--- config.mk ---
export PLATFORM = sky130hd
export DESIGN_NAME = writeback_flat
export DESIGN_NICKNAME = d
export VERILOG_FILES = /design/src/rtl/wb_pkg.sv /design/src/rtl/writeback_if.sv /design/src/rtl/writeback_load_align.sv /design/src/rtl/writeback.sv /design/src/flat_wrapper.sv
export SDC_FILE = /design/constraint.sdc
export NUM_CORES = 1
export LEC_CHECK = 0
export ABC_CLOCK_PERIOD_IN_PS = 4300
export CORE_MARGIN = 1
export CORE_UTILIZATION = 44
export CTS_CLUSTER_SIZE = 10
export DETAILED_ROUTE_END_ITERATION = 10
export HOLD_SLACK_MARGIN = 0.05
export PLACE_DENSITY = 0.86
export SYNTH_ARGS = -nofsm -noshare
export SYNTH_HDL_FRONTEND = slang
export SYNTH_SLANG_ARGS = --single-unit
--- constraint.sdc ---
create_clock -name reloj -period 4.3 [get_ports reloj]
set_input_delay 0.43 -clock reloj [delete_from_list [all_inputs] [get_ports reloj]]
set_output_delay 0.43 -clock reloj [all_outputs]
set_load 0.005 [all_outputs]
--- src/rtl/wb_pkg.sv ---
// Shared definitions for the MIPS write-back stage: FSM encoding, load-size
// codes, default widths and the load-data timeout limit.
package wb_pkg;

  localparam int WB_DATA_W  = 32;
  localparam int WB_ADDR_W  = 5;
  localparam int WB_TIMEOUT = 16;

  localparam logic [1:0] ST_IDLE     = 2'd0;
  localparam logic [1:0] ST_WAIT_MEM = 2'd1;
  localparam logic [1:0] ST_COMMIT   = 2'd2;

  // Code 2'b11 is not listed because it decodes as a word load.
  localparam logic [1:0] LD_WORD = 2'b00;
  localparam logic [1:0] LD_HALF = 2'b01;
  localparam logic [1:0] LD_BYTE = 2'b10;

  typedef struct packed {
    logic [1:0] size;
    logic       is_unsigned;
    logic [1:0] off;
  } ld_ctrl_t;

endpackage

--- src/rtl/writeback_if.sv ---
// Memory-stage to write-back handshake: the retiring instruction fields plus
// the late-arriving load data word.
interface writeback_if
  import wb_pkg::*;
#(
  parameter int DATA_W = WB_DATA_W,
  parameter int ADDR_W = WB_ADDR_W
) ();

  logic              in_valid;
  logic              in_ready;
  logic [ADDR_W-1:0] in_rd;
  logic              in_wen;
  logic              in_mem_to_reg;
  logic [1:0]        in_ld_size;
  logic              in_ld_unsigned;
  logic [1:0]        in_byte_off;
  logic [DATA_W-1:0] in_alu;
  logic              mem_data_valid;
  logic [DATA_W-1:0] mem_data;

  modport master (
    output in_valid, in_rd, in_wen, in_mem_to_reg, in_ld_size,
           in_ld_unsigned, in_byte_off, in_alu, mem_data_valid, mem_data,
    input  in_ready
  );

  modport slave (
    input  in_valid, in_rd, in_wen, in_mem_to_reg, in_ld_size,
           in_ld_unsigned, in_byte_off, in_alu, mem_data_valid, mem_data,
    output in_ready
  );

endinterface

--- src/rtl/writeback_load_align.sv ---
// Little-endian lane select and sign/zero extension for sub-word loads.
// Purely combinational.
module load_align
  import wb_pkg::*;
#(
  parameter int DATA_W = WB_DATA_W
) (
  input  logic [DATA_W-1:0] i_data,
  input  logic [1:0]        i_size,
  input  logic [1:0]        i_off,
  input  logic              i_unsigned,
  output logic [DATA_W-1:0] o_data
);

  logic [7:0]  w_byte;
  logic [15:0] w_half;

  assign w_byte = i_data[{i_off, 3'b000} +: 8];
  assign w_half = i_off[1] ? i_data[16 +: 16] : i_data[0 +: 16];

  always_comb begin
    unique case (i_size)
      LD_HALF: o_data = {{(DATA_W-16){~i_unsigned & w_half[15]}}, w_half};
      LD_BYTE: o_data = {{(DATA_W-8){~i_unsigned & w_byte[7]}}, w_byte};
      default: o_data = i_data;
    endcase
  end

endmodule

--- src/rtl/writeback.sv ---
// MIPS write-back stage: retires instructions, waits for load data, drives the
// register-bank write port and the same-cycle bypass. Option: WB_TIMEOUT_EN.
module writeback
  import wb_pkg::*;
#(
  parameter int DATA_W = WB_DATA_W,
  parameter int ADDR_W = WB_ADDR_W
) (
  input  logic              reloj,
  input  logic              reset_n,
  writeback_if.slave        bus,
  output logic [ADDR_W-1:0] DIR_WRA,
  output logic [DATA_W-1:0] DI,
  output logic              REG_WR,
  output logic              fwd_valid,
  output logic [ADDR_W-1:0] fwd_dir,
  output logic [DATA_W-1:0] fwd_data,
  output logic              busy,
  output logic              wb_err
);

  logic [1:0]        r_state;
  logic [1:0]        w_next;
  logic [ADDR_W-1:0] r_dir;
  logic [DATA_W-1:0] r_di;
  logic [ADDR_W-1:0] r_pend_rd;
  ld_ctrl_t          r_ld;
  logic              w_accept;
  logic              w_silent;
  logic              w_mem_hit;
  logic              w_timeout;
  logic [DATA_W-1:0] w_aligned;

  load_align #(.DATA_W(DATA_W)) u_align (
    .i_data     (bus.mem_data),
    .i_size     (r_ld.size),
    .i_off      (r_ld.off),
    .i_unsigned (r_ld.is_unsigned),
    .o_data     (w_aligned)
  );

  assign bus.in_ready = (r_state != ST_WAIT_MEM);
  assign w_accept     = bus.in_valid & bus.in_ready;
  // Writes to r0 are dropped here, so the strobe can never address it.
  assign w_silent     = ~bus.in_wen | (bus.in_rd == '0);
  assign w_mem_hit    = (r_state == ST_WAIT_MEM) & bus.mem_data_valid;

`ifdef WB_TIMEOUT_EN
  logic [3:0] r_tmo_cnt;
  logic       r_err;

  assign w_timeout = (r_state == ST_WAIT_MEM) & ~bus.mem_data_valid &
                     (r_tmo_cnt == 4'(WB_TIMEOUT - 1));
  assign wb_err    = r_err;

  always_ff @(posedge reloj or negedge reset_n) begin
    if (!reset_n) begin
      r_tmo_cnt <= '0;
      r_err     <= 1'b0;
    end else begin
      r_tmo_cnt <= (r_state == ST_WAIT_MEM) ? r_tmo_cnt + 4'd1 : 4'd0;
      if (w_timeout) r_err <= 1'b1;
    end
  end
`else
  assign w_timeout = 1'b0;
  assign wb_err    = 1'b0;
`endif

  always_comb begin
    // NOTE: default assignment first so no path leaves w_next unassigned (no latch).
    w_next = ST_IDLE;
    if (r_state == ST_WAIT_MEM) begin
      if (bus.mem_data_valid) w_next = ST_COMMIT;
      else if (w_timeout)     w_next = ST_IDLE;
      else                    w_next = ST_WAIT_MEM;
    end else if (w_accept && !w_silent) begin
      w_next = bus.in_mem_to_reg ? ST_WAIT_MEM : ST_COMMIT;
    end
  end

  always_ff @(posedge reloj or negedge reset_n) begin
    if (!reset_n) begin
      r_state   <= ST_IDLE;
      r_dir     <= '0;
      r_di      <= '0;
      r_pend_rd <= '0;
      r_ld      <= '0;
    end else begin
      // NOTE: non-blocking assignments so every register samples pre-edge values.
      r_state <= w_next;
      // A load keeps its target aside so DIR_WRA/DI hold through WAIT_MEM.
      if (w_accept && !w_silent) begin
        if (bus.in_mem_to_reg) begin
          r_pend_rd <= bus.in_rd;
          r_ld      <= '{size: bus.in_ld_size, is_unsigned: bus.in_ld_unsigned,
                         off: bus.in_byte_off};
        end else begin
          r_dir <= bus.in_rd;
          r_di  <= bus.in_alu;
        end
      end
      if (w_mem_hit) begin
        r_dir <= r_pend_rd;
        r_di  <= w_aligned;
      end
    end
  end

  assign DIR_WRA   = r_dir;
  assign DI        = r_di;
  assign REG_WR    = (r_state != ST_COMMIT);
  assign fwd_valid = (r_state == ST_COMMIT);
  assign fwd_dir   = r_dir;
  assign fwd_data  = r_di;
  assign busy      = (r_state != ST_IDLE);

endmodule

--- src/flat_wrapper.sv ---
// flat-port wrapper written by rule: the top's interface ports become plain ports
module writeback_flat import wb_pkg::*;
#(
  parameter int DATA_W = WB_DATA_W,
  parameter int ADDR_W = WB_ADDR_W
)
  (reloj, reset_n, DIR_WRA, DI, REG_WR, fwd_valid, fwd_dir, fwd_data, busy, wb_err, bus_in_valid, bus_in_rd, bus_in_wen, bus_in_mem_to_reg, bus_in_ld_size, bus_in_ld_unsigned, bus_in_byte_off, bus_in_alu, bus_mem_data_valid, bus_mem_data, bus_in_ready);
  writeback_if #(.DATA_W(DATA_W), .ADDR_W(ADDR_W)) bus_i ();
  input  logic reloj;
  input  logic reset_n;
  output logic [ADDR_W-1:0] DIR_WRA;
  output logic [DATA_W-1:0] DI;
  output logic REG_WR;
  output logic fwd_valid;
  output logic [ADDR_W-1:0] fwd_dir;
  output logic [DATA_W-1:0] fwd_data;
  output logic busy;
  output logic wb_err;
  input wire logic [$bits(bus_i.in_valid)-1:0] bus_in_valid;
  input wire logic [$bits(bus_i.in_rd)-1:0] bus_in_rd;
  input wire logic [$bits(bus_i.in_wen)-1:0] bus_in_wen;
  input wire logic [$bits(bus_i.in_mem_to_reg)-1:0] bus_in_mem_to_reg;
  input wire logic [$bits(bus_i.in_ld_size)-1:0] bus_in_ld_size;
  input wire logic [$bits(bus_i.in_ld_unsigned)-1:0] bus_in_ld_unsigned;
  input wire logic [$bits(bus_i.in_byte_off)-1:0] bus_in_byte_off;
  input wire logic [$bits(bus_i.in_alu)-1:0] bus_in_alu;
  input wire logic [$bits(bus_i.mem_data_valid)-1:0] bus_mem_data_valid;
  input wire logic [$bits(bus_i.mem_data)-1:0] bus_mem_data;
  output wire logic [$bits(bus_i.in_ready)-1:0] bus_in_ready;
  assign bus_i.in_valid = bus_in_valid;
  assign bus_i.in_rd = bus_in_rd;
  assign bus_i.in_wen = bus_in_wen;
  assign bus_i.in_mem_to_reg = bus_in_mem_to_reg;
  assign bus_i.in_ld_size = bus_in_ld_size;
  assign bus_i.in_ld_unsigned = bus_in_ld_unsigned;
  assign bus_i.in_byte_off = bus_in_byte_off;
  assign bus_i.in_alu = bus_in_alu;
  assign bus_i.mem_data_valid = bus_mem_data_valid;
  assign bus_i.mem_data = bus_mem_data;
  assign bus_in_ready = bus_i.in_ready;
  writeback #(.DATA_W(DATA_W), .ADDR_W(ADDR_W)) u_core (.reloj(reloj), .reset_n(reset_n), .bus(bus_i), .DIR_WRA(DIR_WRA), .DI(DI), .REG_WR(REG_WR), .fwd_valid(fwd_valid), .fwd_dir(fwd_dir), .fwd_data(fwd_data), .busy(busy), .wb_err(wb_err));
endmodule
### Yosys cells after proc, flatten, opt, wreduce, memory -nomap -nowiden

Index checks and enable logic that the tools add are counted.

* bitwise logic cells: 7
* multiplexer cells: 12
* shifts and indexed selects: 1
* eq/ne operators: 7
* reduce and logical (&&, ||, !) cells: 7

Operator list (count)
* 2-to-1 mux 32 bit: 3
* one-hot mux 32 bit (2 select lines): 1
* indexed part select 32 x 6 -> 8 bit: 1
* 2-to-1 mux 16 bit: 1
* 2-to-1 mux 5 bit: 3
* 2-to-1 mux 2 bit: 4
* logical NOT 5 bit: 1
* AND 1 bit: 4
* equality test 2 x 1 -> 1 bit (second input constant): 2
* equality test 2 bit (second input constant): 2
* inequality test 2 x 1 -> 1 bit (second input constant): 2
* AND reduction 2 bit: 2
* nonzero test 2 bit: 2
* inequality test 2 bit (second input constant): 1
* NOT 1 bit: 2
* logical AND 1 bit: 1
* logical NOT 1 bit: 1
* bitwise OR 1 bit: 1

* input port bits: 80
* logic and storage cells: 41
* output and inout port bits: 79
* register bits: 49

### Longest topological paths before layout

* depth after elaboration: 6
* gate-level depth with buffers: 8
* gate-level depth less buffers: 6

### Cells and area by module

Synthesis repeated with hierarchy kept, for this count alone.

* cell total of the unflattened synthesis: 299
* area total of the unflattened synthesis: 3334.4 um2

Modules (own cells, without submodules)
* writeback: instances 1, sequential area each 1226.2 um2, cells an instance 192, area an instance 2671.3 um2
* load_align: instances 1, sequential area each 0.0 um2, cells an instance 107, area an instance 663.1 um2

### Least setup slack after synthesis

No wires, ideal clock.

* kind: register -> register
* start point: register u_core.r_ld[3] (netlist bit)
* end point: register u_core.r_di[0] (netlist: u_core.DI[0])
* slack: 2.662 ns
* arrival time: 1.503 ns
* data required time: 4.165 ns
* buffers on the path: 1
* library setup time: 0.135 ns
* stages on the path, launching flop included: 8
* period minus slack after synthesis: 1.638 ns
* cell sequence: dfrtp_1 inv_1 ha_1 buf_2 nor2_1 a2bb2oi_1 o211ai_1 o211ai_1

* word-level cells in the longest chain between the ends: 3
* elaborated cells on any way between the ends: 4
* those cells by class: eq/ne: 2; mux: 2

Ends and longest elaborated chain
* from (decl): line writeback.sv:27 `ld_ctrl_t r_ld;`
* from (signal assigned): line writeback.sv:96 `r_ld <= '{size: bus.in_ld_size, is_unsigned: bus.in_ld_unsigned,`
* equality test 2 bit / equality test 2 x 1 -> 1 bit (equally long branches): line writeback_load_align.sv:22 `unique case (i_size)`
* one-hot mux 32 bit (2 select lines) *: line writeback_load_align.sv:22
* 2-to-1 mux 32 bit *: line writeback.sv:103 `if (w_mem_hit) begin`
* to (signal assigned): line writeback.sv:100 `r_di <= bus.in_alu;`
* to (signal assigned): line writeback.sv:105 `r_di <= w_aligned;`
* to (decl): line writeback.sv:25 `logic [DATA_W-1:0] r_di;`

Every way passes the cells marked *; elsewhere a longest branch is shown, timed or not.
A chain may end at the register's enable or synchronous reset.

### Worst setup path after layout

* start point: register u_core.r_ld[1] (netlist bit)
* end point: register u_core.r_di[17] (netlist: u_core.DI[17])

* word-level cells in the longest chain between the ends: 4
* elaborated cells on any way between the ends: 6
* those cells by class: shift: 1; mux: 3; bitwise: 2

Ends and longest elaborated chain (line)
* indexed part select 32 x 6 -> 8 bit / 2-to-1 mux 16 bit (equally long branches): writeback_load_align.sv:18, writeback_load_align.sv:19
* AND 1 bit, on equally long branches: writeback_load_align.sv:24, writeback_load_align.sv:23
* one-hot mux 32 bit (2 select lines) *: writeback_load_align.sv:22
* 2-to-1 mux 32 bit *: writeback.sv:103

Marked as above.

==> metrics.txt <==
Final Hold Vio Count=0; Post-Place Cell Area=4510 µm²; Worst setup SP type=flip-flop; number of library cell types mapped by synthesis=40; maximum fanout along the worst path=16; FF-to-FF End=u_core.DI[17]; Non-Filler Cell Area, Final=4650 µm²; static leakage=1.81 nW; wire length of the first global-routing pass=15000 µm; post-synth design cell area=3230 µm²; H-tree depth=2; setup bufs post-CTS=0; final-stage net count=536; Final Critical Period=2.51 ns; outcome=complete, no violations; gr usage total=0.255; DR iter-0 viols=213; FF+latch count, synth=49; synthesis warning total=0; area of the placeable core=6940 µm²; DR DRC count=0; setup skew after layout=0.00617 ns; 1st-pass router iterations=4; Crit Reg-Reg Startpoint=u_core.r_ld[1]; total power of the final layout=2.22 mW; clock transition at the registers of the reported paths=0.10 ns; share of synthesized area occupied by flip-flops and latches=0.380; HPWL reported at the end of detailed placement=7360 µm; fraction of layout instances using a drive strength above 1=0.0923; leftover overflow at the end of global routing=0; max-cap violations=0; Critical Path End Type=flip-flop; Post-synth ARST share=1.00; count of cells resized by post-cts repair=0; effective utilization at floorplan=0.465; count of flip-flops with a built-in enable after synthesis=0; maximum number of pins on one net before global-route repair=50; actual slew at the worst max-slew pin=1.19 ns; root buf cell=clkbuf_8; maximum buffer depth of the clock tree=2; Worst IR Drop VDD=0.196 mV; Avg Cell Area, Syn=9.20 µm²; DR vias=3157; max-slew violation count=0; count of boundary I/O pins=159; Slew Limit Headroom=0.206; row count=30; Worst R2R Path Depth=4; die outline height=87.7 µm; WS Path Type=reg -> reg; reg-to-reg setup timing slack=1.79 ns; count of final setup violators=0; post-placement worst setup slack=1.52 ns; aggregate routed wire length=9950 µm; antenna fix cells=0; post-layout util=0.670; setup slack of the critical path after layout=1.79 ns; per-cell via count in the routed design=5.73; final critical-path share of the clock period=0.584; highest clock frequency the design can meet=398 MHz; CTS hold repair buffers=0; worst min-delay path category=in -> async; antenna violations before repair=0; TritonCTS clock tree=built; dominant synthesized flop cell=dfrtp_1; power density cells=477 nW/µm²; Post-Route Setup TNS=0 ns; number of clock sinks=49; routed length per instance=18.1 µm; width of the die=87.7 µm; RSZ-0062 raised after global routing=no; total die area=7680 µm²; net count after synthesis=433; Port-buffer cells=157; final estimated routing congestion in global placement=0.860; area growth from synthesis to layout=44.1%; Syn Inst Count=351; data arrival time of the worst path=2.65 ns; latest clock arrival within the worst-skew pair=0.31 ns; number of routed nets with antenna violations=0; total clock buffers created by CTS=5; worst path required time=4.44 ns; number of global-route vias before repair=3011
routing by layer:
| layer | up-vias | track usage | part of all wire |
|---|---|---|---|
| met5 | - | 0 | 0 |
| met4 | 0 | 0.0969 | 0.025 |
| met3 | 22 | 0.0386 | 0.075 |
| met2 | 169 | 0.440 | 0.50 |
| met1 | 1518 | 0.323 | 0.40 |
| li1 | 1448 | - | - |
cell families after synthesis:
family / synth area share
buffers and inverters: 0.138
other: 0.00116
adder cells (fa/ha/maj): 0.00775
AO/OA/AOI/OAI: 0.234
flip-flops: 0.380
multiplexers: 0.0651
AND/OR/NAND/NOR: 0.174
layout make-up:
cell class	count	area, µm²
clock inverters	3	68.8
well taps	96	120
clock buffers	5	68.8
multi-input cells	232	1560
repair buffers	160	1590
flip-flops and latches	49	1230
fillers	545	2290
inverters	6	22.5
through the flow:
step | hold slack (ns) | cells
after floorplan | 0.134 | 351
after global placement | 0.478 | 543
after detailed placement | 0.487 | 543
after CTS | 0.353 | 551
after global routing | 0.412 | 551
final | 0.314 | 551
synthesized netlist by cell type (7+ instances only):
| cell type | count | area share |
|---|---|---|
| o21ai_0 | 8 | 0.012 |
| dfrtp_1 | 49 | 0.38 |
| a2bb2oi_1 | 7 | 0.019 |
| nand3_1 | 19 | 0.029 |
| buf_4 | 42 | 0.098 |
| mux2_2 | 10 | 0.035 |
| a211o_1 | 7 | 0.019 |
| nand2_1 | 43 | 0.050 |
| o211ai_1 | 35 | 0.081 |
| nor3_1 | 17 | 0.026 |
| a221oi_2 | 10 | 0.047 |
| o22ai_1 | 8 | 0.016 |
| nor2_1 | 27 | 0.031 |
| buf_2 | 8 | 0.012 |
| mux2i_1 | 7 | 0.022 |
| clkbuf_1 | 11 | 0.013 |
critical path, cell delays in order, from the launching register on:
cell and delay (ns):
dfrtp_1 0.76, mux2i_2 0.45, o22ai_2 0.15, a21oi_2 0.80, a221oi_1 0.19
flip-flops by register name, summed over array words and instances, names as in the netlist:
register	flops
u_core.r_state	2
u_core.r_ld	5
u_core.DI	32
u_core.r_pend_rd	5
u_core.DIR_WRA	5
where the power goes:
part           switching (mW)  leakage, nW  internal, mW
registers               0.132        0.585         0.598
logic                   0.423         1.16         0.666
clock network           0.167       0.0687         0.234
total                   0.722         1.81          1.50
cells in the final DEF, fill, tap and decap left out, types with 10 or more instances in the layout:
cell	count
a221oi_2	10
nand3_1	19
clkdlybuf4s50_1	156
nor3_1	17
nand2_1	43
mux2_2	10
nor2_1	27
dfrtp_1	49
o211ai_1	35
worst max-delay path by stage:
stage | startpoint | end | depth (start not counted)
after floorplan | u_core.r_ld[3] | u_core.DI[0] | 7
after global placement | bus_in_rd[3] | u_core.DI[20] | 5
after detailed placement | bus_in_rd[3] | u_core.DI[20] | 5
after CTS | u_core.r_ld[3] | u_core.DI[17] | 5
after global routing | u_core.r_ld[3] | u_core.DI[21] | 5
final | u_core.r_ld[1] | u_core.DI[17] | 4
Note: power is estimated with default switching activity, not from simulation.
